[src/rtl/lsu_pkg.sv]
// Shared encodings for the load/store unit: access codes, response error codes,
// FSM states and the request-classification helpers used by the control decoder.
package lsu_pkg;

  typedef enum logic [3:0] {
    OP_LB  = 4'b0000,
    OP_LH  = 4'b0001,
    OP_LW  = 4'b0010,
    OP_LBU = 4'b0011,
    OP_LHU = 4'b0100,
    OP_SB  = 4'b1000,
    OP_SH  = 4'b1001,
    OP_SW  = 4'b1010
  } mem_op_e;

  typedef enum logic [1:0] {
    ERR_OK       = 2'b00,
    ERR_MISALIGN = 2'b01,
    ERR_ILLEGAL  = 2'b10,
    ERR_TIMEOUT  = 2'b11
  } rsp_err_e;

  typedef enum logic [1:0] {
    ST_IDLE = 2'b00,
    ST_REQ  = 2'b01,
    ST_WAIT = 2'b10,
    ST_RESP = 2'b11
  } lsu_state_e;

  function automatic logic op_legal(input logic [3:0] op);
    case (op)
      OP_LB, OP_LH, OP_LW, OP_LBU, OP_LHU, OP_SB, OP_SH, OP_SW: return 1'b1;
      default: return 1'b0;
    endcase
  endfunction

  function automatic logic op_misaligned(input logic [3:0] op, input logic [1:0] addr_lo);
    case (op)
      OP_LH, OP_LHU, OP_SH: return addr_lo[0];
      OP_LW, OP_SW:         return addr_lo != 2'b00;
      default:              return 1'b0;
    endcase
  endfunction

endpackage

[src/rtl/lsu_align.sv]
// Byte-lane logic: store byte enables and data replication, load shift and extension.
module lsu_align
  import lsu_pkg::*;
(
  input  logic [3:0]  op,
  input  logic [1:0]  addr_lo,
  input  logic [31:0] wdata,
  input  logic [31:0] bus_rdata,
  output logic [3:0]  be,
  output logic [31:0] wdata_lane,
  output logic [31:0] load_data
);

  logic [31:0] shifted;

  always_comb begin
    shifted    = bus_rdata >> {addr_lo, 3'b000};
    be         = 4'b0000;
    wdata_lane = 32'h0;
    load_data  = 32'h0;
    case (op)
      OP_SB: begin
        be         = 4'b0001 << addr_lo;
        wdata_lane = {4{wdata[7:0]}};
      end
      OP_SH: begin
        be         = 4'b0011 << addr_lo;
        wdata_lane = {2{wdata[15:0]}};
      end
      OP_SW: begin
        be         = 4'b1111;
        wdata_lane = wdata;
      end
      OP_LB:  load_data = {{24{shifted[7]}}, shifted[7:0]};
      OP_LH:  load_data = {{16{shifted[15]}}, shifted[15:0]};
      OP_LW:  load_data = shifted;
      OP_LBU: load_data = {24'h0, shifted[7:0]};
      OP_LHU: load_data = {16'h0, shifted[15:0]};
      default: ;
    endcase
  end

endmodule

[src/rtl/lsu.sv]
// Load/store unit: one outstanding access, IDLE->REQ->WAIT->RESP handshake with the bus.
// Define LSU_TIMEOUT_EN to add a bus-response watchdog of TIMEOUT_CYC cycles.
module lsu
  import lsu_pkg::*;
#(
  parameter int unsigned TIMEOUT_CYC = 64
) (
  input  logic        clk_i,
  input  logic        rst_n_i,
  input  logic        req_valid_i,
  output logic        req_ready_o,
  input  logic [3:0]  mem_op_i,
  input  logic [31:0] addr_i,
  input  logic [31:0] wdata_i,
  output logic        rsp_valid_o,
  output logic [31:0] rdata_o,
  output logic [1:0]  rsp_err_o,
  output logic        bus_req_o,
  output logic        bus_we_o,
  output logic [31:0] bus_addr_o,
  output logic [31:0] bus_wdata_o,
  output logic [3:0]  bus_be_o,
  input  logic        bus_gnt_i,
  input  logic        bus_rvalid_i,
  input  logic [31:0] bus_rdata_i,
  output lsu_state_e  dbg_state_o
);

  // Core side: a request transfers when req_valid_i and req_ready_o are both high on a
  // rising edge; rsp_valid_o is a single-cycle pulse that needs no acknowledgement.
  lsu_state_e  state;
  logic        ready_q, rsp_valid_q, bus_req_q, bus_act_q;
  logic [31:0] rdata_q, addr_q, wdata_q;
  logic [3:0]  op_q;
  rsp_err_e    err_q;
  logic [3:0]  lane_be;
  logic [31:0] lane_wdata, load_data;
  logic        accept, tmo_hit;

  assign accept = (state == ST_IDLE) && ready_q && req_valid_i;

  lsu_align u_align (
    .op         (op_q),
    .addr_lo    (addr_q[1:0]),
    .wdata      (wdata_q),
    .bus_rdata  (bus_rdata_i),
    .be         (lane_be),
    .wdata_lane (lane_wdata),
    .load_data  (load_data)
  );

`ifdef LSU_TIMEOUT_EN
  localparam int CNT_W = $clog2(TIMEOUT_CYC + 1);
  logic [CNT_W-1:0] tmo_cnt;

  always_ff @(posedge clk_i or negedge rst_n_i) begin
    if (!rst_n_i)                                  tmo_cnt <= '0;
    else if (accept)                               tmo_cnt <= '0;
    else if (state == ST_REQ || state == ST_WAIT)  tmo_cnt <= tmo_cnt + CNT_W'(1);
  end

  assign tmo_hit = (tmo_cnt == CNT_W'(TIMEOUT_CYC - 1));
`else
  assign tmo_hit = 1'b0;
`endif

  always_ff @(posedge clk_i or negedge rst_n_i) begin
    if (!rst_n_i) begin
      state       <= ST_IDLE;
      ready_q     <= 1'b0;
      rsp_valid_q <= 1'b0;
      rdata_q     <= 32'h0;
      err_q       <= ERR_OK;
      bus_req_q   <= 1'b0;
      bus_act_q   <= 1'b0;
      op_q        <= 4'h0;
      addr_q      <= 32'h0;
      wdata_q     <= 32'h0;
    end else begin
      case (state)
        ST_IDLE: begin
          ready_q <= 1'b1;
          if (accept) begin
            op_q    <= mem_op_i;
            addr_q  <= addr_i;
            wdata_q <= wdata_i;
            ready_q <= 1'b0;
            if (!op_legal(mem_op_i)) begin
              state       <= ST_RESP;
              rsp_valid_q <= 1'b1;
              err_q       <= ERR_ILLEGAL;
            end else if (op_misaligned(mem_op_i, addr_i[1:0])) begin
              state       <= ST_RESP;
              rsp_valid_q <= 1'b1;
              err_q       <= ERR_MISALIGN;
            end else begin
              state     <= ST_REQ;
              bus_req_q <= 1'b1;
              bus_act_q <= 1'b1;
            end
          end
        end
        ST_REQ: begin
          if (bus_gnt_i) begin
            state     <= ST_WAIT;
            bus_req_q <= 1'b0;
          end else if (tmo_hit) begin
            state       <= ST_RESP;
            bus_req_q   <= 1'b0;
            bus_act_q   <= 1'b0;
            rsp_valid_q <= 1'b1;
            err_q       <= ERR_TIMEOUT;
          end
        end
        ST_WAIT: begin
          // Stores also wait here: rvalid doubles as the write acknowledge.
          if (bus_rvalid_i) begin
            state       <= ST_RESP;
            bus_act_q   <= 1'b0;
            rsp_valid_q <= 1'b1;
            rdata_q     <= load_data;
            err_q       <= ERR_OK;
          end else if (tmo_hit) begin
            state       <= ST_RESP;
            bus_act_q   <= 1'b0;
            rsp_valid_q <= 1'b1;
            err_q       <= ERR_TIMEOUT;
          end
        end
        default: begin
          state       <= ST_IDLE;
          rsp_valid_q <= 1'b0;
          rdata_q     <= 32'h0;
          err_q       <= ERR_OK;
          ready_q     <= 1'b1;
        end
      endcase
    end
  end

  // Bus attributes come from the captured request, so they stay stable while REQ waits.
  assign req_ready_o = ready_q;
  assign rsp_valid_o = rsp_valid_q;
  assign rdata_o     = rdata_q;
  assign rsp_err_o   = err_q;
  assign bus_req_o   = bus_req_q;
  assign bus_we_o    = bus_act_q & op_q[3];
  assign bus_addr_o  = bus_act_q ? {addr_q[31:2], 2'b00} : 32'h0;
  assign bus_wdata_o = bus_act_q ? lane_wdata : 32'h0;
  assign bus_be_o    = bus_act_q ? lane_be : 4'b0000;
  assign dbg_state_o = state;

endmodule

[config.mk]
export PLATFORM = sky130hd
export DESIGN_NAME = lsu
export DESIGN_NICKNAME = d
export VERILOG_FILES = /design/src/rtl/lsu_pkg.sv /design/src/rtl/lsu_align.sv /design/src/rtl/lsu.sv
export SDC_FILE = /design/constraint.sdc
export NUM_CORES = 1
export LEC_CHECK = 0
export ABC_CLOCK_PERIOD_IN_PS = 2700
export CAP_MARGIN = 20
export CORE_ASPECT_RATIO = 0.75
export CORE_MARGIN = 2
export CORE_UTILIZATION = 30
export DETAILED_ROUTE_END_ITERATION = 7
export PLACE_DENSITY = 0.68
export SLEW_MARGIN = 20
export SYNTH_ARGS = -nofsm -noshare
export SYNTH_HDL_FRONTEND = slang
export SYNTH_SLANG_ARGS = --single-unit
[constraint.sdc]
create_clock -name clk_i -period 2.7 [get_ports clk_i]
set_clock_uncertainty 0.2 [all_clocks]
set_input_delay 0.54 -clock clk_i [delete_from_list [all_inputs] [get_ports clk_i]]
set_output_delay 0.54 -clock clk_i [all_outputs]
set_load 0.03 [all_outputs]
==> Word-level counts from Yosys, hierarchy flattened <==
Memory sizes are Yosys's and may differ from the RTL's.
Cells that the tools add are included.
{ "word_totals": {"mem_bits_ro": 16, "reg_bits": 108, "n_memories": 1, "out_inout_bits": 108, "elab_cells": 93, "input_bits": 105, "mem_bits_rw": 0, "latch_bits": 0} }
{ "mem_list": {"columns": ["memory", "words", "width", "read_ports", "rd_clocked_by_memory_dff", "write_ports", "line_no", "source"], "rows": [
  ["(no name shown)", 16, 1, 1, 0, 0, "lsu_pkg.sv:31", "case (op)"]
]} }
{ "op_classes": {"n_shift": 3, "reduce_logical": 17, "addsub": 0, "bitwise_logic": 3, "n_div": 0, "eq_ne": 20, "n_mul": 0, "muxes": 39, "n_lt_le_gt_ge": 0} }
{ "op_table": {"columns": ["cell", "count"], "rows": [
  ["32-bit case mux with 5 select lines", 1],
  ["32-bit two-way mux", 3],
  ["32-bit case mux with 3 select lines", 1],
  ["32-bit case mux with 2 select lines", 1],
  ["32-bit by 5-bit right shift with 32-bit output", 1],
  ["4-bit == test, second input constant", 5],
  ["2-bit two-way mux", 9],
  ["1-bit two-way mux", 15],
  ["4-bit by 2-bit == test with 1-bit output, second input constant", 3],
  ["2-bit case mux with 3 select lines", 2],
  ["4-bit case mux with 3 select lines", 1],
  ["5-bit AND reduction", 2],
  ["4-bit by 1-bit == test with 1-bit output, second input constant", 2],
  ["4-bit by 3-bit == test with 1-bit output, second input constant", 2],
  ["2-bit inequality test, second input constant", 4],
  ["1-bit case mux with 2 select lines", 4],
  ["2-bit nonzero test", 3],
  ["2-bit OR reduction", 3],
  ["4-bit zero test", 1],
  ["4-bit two-way mux", 1],
  ["2-bit AND reduction", 2],
  ["4-bit AND reduction", 1],
  ["1-bit by 2-bit << shifter with 4-bit output, first input constant", 1],
  ["2-bit by 2-bit << shifter with 4-bit output, first input constant", 1],
  ["11 further kinds", 13]
]} }

==> Depth between registers and ports, before layout <==
{ "logic_depth": {"depth_word": 12, "mapped_depth": 8, "ltp_nobuf": 6} }

==> Cells and area by module <==
Synthesis repeated with hierarchy kept, for this count alone.
{ "hier_totals": {"cells_unflattened": 650, "hier_area_um2": 6341.1} }
{ "by_module_without_submodules": {"columns": ["mod", "area_per_inst_um2", "cells_each", "seq_area_each_um2", "n_inst"], "rows": [
  ["lsu", 4986.0, 432, 2702.6, 1],
  ["lsu_align", 1355.0, 218, 0.0, 1]
]} }

==> Worst setup path before layout <==
No wires, ideal clock.
{ "synth_path": {"path_type": "register to output", "startpoint": "register addr_q[0]", "endpoint": "output bus_be_o[2]", "t_arrival_ps": 1740, "n_path_buf": 3, "path_stages_with_launch": 8, "slack_ps": 220, "required_ps": 1960, "cell_sequence": "dfrtp_1 buf_2 buf_2 buf_2 nand3b_1 a21oi_1 nor2_1 nor2_1"} }
{ "synth_between": {"elab_chain_cells": 3, "word_cells_on_any_way": 4} }
{ "synth_lines": {"columns": ["element", "line_no", "source"], "rows": [
  ["start, declared", "lsu.sv:33", "logic [31:0] rdata_q, addr_q, wdata_q;"],
  ["start signal, assigned", "lsu.sv:85", "addr_q <= addr_i;"],
  ["2-bit by 2-bit << shifter with 4-bit output / 1-bit by 2-bit << shifter with 4-bit output (equally long branches)", "lsu_align.sv:27, lsu_align.sv:23", null],
  ["4-bit case mux with 3 select lines (*)", "lsu_align.sv:21", "case (op)"],
  ["4-bit two-way mux (*)", "lsu.sv:150", "assign bus_be_o = bus_act_q ? lane_be : 4'b0000;"],
  ["end, declared", "lsu.sv:22", "output logic [3:0] bus_be_o,"]
]} }
Mark *: on every way between the ends. The rest lies on a longest branch, timed or not.

==> Worst setup path after layout <==
{ "layout_path": {"startpoint": "register op_q[1]", "endpoint": "output bus_wdata_o[8]"} }
{ "layout_between": {"elab_chain_cells": 3, "word_cells_on_any_way": 5} }
{ "layout_lines": {"columns": ["element", "line_no", "source"], "rows": [
  ["start, declared", "lsu.sv:34", "logic [3:0] op_q;"],
  ["start signal, assigned", "lsu.sv:84", "op_q <= mem_op_i;"],
  ["4-bit == test", "lsu_align.sv:21", null],
  ["32-bit case mux with 3 select lines (*)", "lsu_align.sv:21", null],
  ["32-bit two-way mux (*)", "lsu.sv:149", "assign bus_wdata_o = bus_act_q ? lane_wdata : 32'h0;"],
  ["end, declared", "lsu.sv:21", "output logic [31:0] bus_wdata_o,"]
]} }
Marked as above.

==> flow_summary_export.csv <==
group,metric,value,unit
global_route,antenna_found_initial,0,
timing,period_minus_slack,2.625,ns
hold_path,hold_path_depth,2,
timing,rsz0062_at_grt,"false",
placement,dp_hpwl,13.03,mm
placement,dp_cells,979,
placement,gp_congestion,0.8121,
cells_and_area,drive_above_1_share,24.57,%
flow_run,maxCapViolCount,0,
setup_path,crit_path_end,"bus_wdata_o[8]",
setup_path,cp.required,1.96,ns
timing,hold_viol_final,0,
pwr,p_leak,0.003581,uW
timing,setup_tns,0,ns
cells_and_area,stdcell_area,0.008484,mm2
clock_tree,clock_latency,0.36,ns
yosys,ys.flop_type,"dfrtp_1",
route,routedWlPerCell,17.54,um
setup_path,r2r_slack,0.36,ns
hold_path,hp-class,"reg2reg",
placement,portBuffers,210,
floorplan,chipWidth,163.3,um
setup_path,cp-start-kind,"flip-flop",
floorplan,die_h,123.5,um
route,ant_nets,0,
clock_tree,post_cts_buffers,0,
yosys,ys_types,49,
global_route,grt.total_usage,17.34,%
setup_path,startpoint,"op_q[1]",
global_route,grt_start_max_net_pins,45,
pwr,intPower,5297,uW
floorplan,start_util,30.76,%
clock_tree,htree_levels,3,
placement,place_area,0.008158,mm2
floorplan,dieArea,0.02016,mm2
cells_and_area,final_core_util,45.71,%
cells_and_area,fillCellCount,1760,
global_route,grt_first_pass_wirelength,26.99,mm
clock_tree,clockBufferDepth,2,
cells_and_area,layout.cells.non_filler,996,
cells_and_area,n_antenna_cell,0,
pwr,p_per_area,1049,mW/mm2
setup_path,r2r-end,"rdata_o[19]",
global_route,grt_overflow,0,
outcome,status,"complete, no violations",
timing,setup_viol,0,
yosys,synth_edf_count,0,
pwr,p_clk_share,15.6,%
floorplan,ios,213,
setup_path,cp.arrival,1.88,ns
pwr,seqPwrFrac,32.1,%
yosys,yosys_warnings,0,
route,drt_iter0_markers,392,
clock_tree,cts_buffers,9,
clock_tree,clock-sinks,108,
timing,worst-slew-pin-transition,0.5595,ns
route,drc,0,
yosys,synth.largest_area_cell,"dfrtp_1",
setup_path,critPathCaptureType,"output pin",
yosys,synth-seq-cells,108,
yosys,netlist_instances,531,
pwr,ir_drop,0.0005445,V
timing,max_freq,0.3810,GHz
yosys,netlist.area_leader.share,47.34,%
clock_tree,clk_pin_slew,0.08,ns
route,first_pass_iters,4,
route,wirelength,17.47,mm
yosys,syn_area,0.005709,mm2
pwr,power.switching,3604,uW
timing,whs,0.2869,ns
setup_path,worst_r2r_startpoint,"dbg_state_o[0]",
clock_tree,cts_tree,"done",
yosys,async_flop_share,100.0,%
timing,maxSlewHeadroom,62.70,%
timing,drv_slew,0,
pwr,sw_frac_of_total,40.49,%
yosys,syn_avg_cell_area,10.75,um2
pwr,comb_power_share,52.4,%
clock_tree,root_buffer,"clkbuf_16",
route,routed_via_density,4.917,
yosys,synth.top_cells.by_area,"dfrtp_1 (47%), mux2_2 (15%), and2_1 (4.2%), a21oi_1 (4.0%), nor2_1 (2.8%)",
cells_and_area,finalNetCount,853,
setup_path,crit_fanout,11,
timing,period_share,97.21,%
setup_path,worstSetupPathType,"reg2out",
yosys,seq_area_frac_synth,47.34,%
route,vias,4897,
floorplan,row_count,43,
cells_and_area,area_growth,48.61,%
global_route,grt_pass1_vias,4805,
floorplan,design.core.area,0.01856,mm2
setup_path,r2r_cells,7,
## Yosys cell counts (2+ instances only)
master and count:
a211oi_1 2, a21oi_1 46, a221o_1 6, a221o_2 10, a2bb2oi_1 17, a31o_2 2, a31oi_1 4, and2_1 38
buf_1 3, buf_2 8, buf_4 2, clkbuf_1 27, dfrtp_1 108, ha_1 4, inv_1 10, mux2_2 77
mux2i_1 16, nand2_1 20, nand2b_1 4, nand3_1 3, nand3b_1 3, nand4b_1 2, nor2_1 43, nor2b_1 16
nor3_1 3, o21a_1 2, o21ai_0 25, o2bb2ai_1 8, or3_1 2
## per-stage QoR
stage          setup WS (ns)  total power (uW)
2_1_floorplan         0.2202              5849
3_3_place_gp          0.2412              7473
3_5_place_dp          0.2110              7556
4_1_cts              0.04872              8992
5_1_grt             0.006799              9501
6_report             0.07530              8900
## power by group through the flow
stage	Sequential [uW]	Clock [uW]	Combinational [uW]
3_5_place_dp	2880	0	4670
3_3_place_gp	2860	0	4610
2_1_floorplan	3010	0	2840
5_1_grt	2950	1500	5050
6_report	2850	1390	4660
4_1_cts	2860	1440	4700
## sequential cells by signal (all words and copies together), names as in the netlist
name,cells
addr_q,32
bus_act_q,1
bus_req_o,1
dbg_state_o,2
op_q,4
rdata_o,32
req_ready_o,1
rsp_err_o,2
rsp_valid_o,1
wdata_q,32
## cell families after synthesis
group | share of synthesized area [%]
muxes | 18.39
AOI/OAI and AO/OA | 16.04
xor gates and xnor gates | 0.3069
buffers and inverters | 3.791
adders and majority gates | 0.8767
other | 0.06568
and+or+nand+nor | 13.19
DFF | 47.34
## final cells by class
cell class	instances	area [um2]	share of cell area [%]
multi-input combinational	373	2811	33.14
clock buffer	9	225.2	2.654
sequential	108	2704	31.87
clock inverter	7	81.33	0.9586
tap	247	309.0	3.643
inverter	10	37.54	0.4424
timing repair buffer	242	2316	27.30
## worst min-delay path by stage
stage                           start     endpoint
after floorplan               rst_n_i    addr_q[0]
after global placement     rdata_o[4]   rdata_o[4]
after detailed placement   rdata_o[4]   rdata_o[4]
after CTS                 rdata_o[13]  rdata_o[13]
after global routing        addr_q[8]    addr_q[8]
final                     rdata_o[13]  rdata_o[13]
## worst max-delay path, stage by stage, from the launching register on
cell and delay (ns):
dfrtp_2 0.50, buf_4 0.21, nor2b_1 0.29, a21oi_1 0.08, a2bb2oi_1 0.14, nor2_1 0.14
buf_4 0.18
## layout by cell type (no fill, tap or decap), drive strengths merged, types with 8 or more instances in the layout
cell           instances
a2bb2oi               17
nand2                 20
nor2b                 17
o2bb2ai                8
buf                   69
clkdlybuf4s50        172
mux2i                 16
inv                   13
o21ai                 25
clkbuf                 9
mux2                  77
a221o                 16
a21oi                 46
nor2                  43
dfrtp                108
and2                  38
## metal layers
metal	vias to the layer above	part of all wire, %	GRT usage [%]
li1	2326	-	-
met1	2369	47	24.13
met2	186	43	25.90
met3	16	9.2	6.072
met4	0	1.2	3.982
met5	-	0	0
## what timing repair did
action,4_1_cts,5_1_grt
endpoints found under the hold margin,35,0
setup endpoints to repair,4,9
gates resized for setup,2,2
hold buffers,1,0
Note: power is estimated with default switching activity, not from simulation.
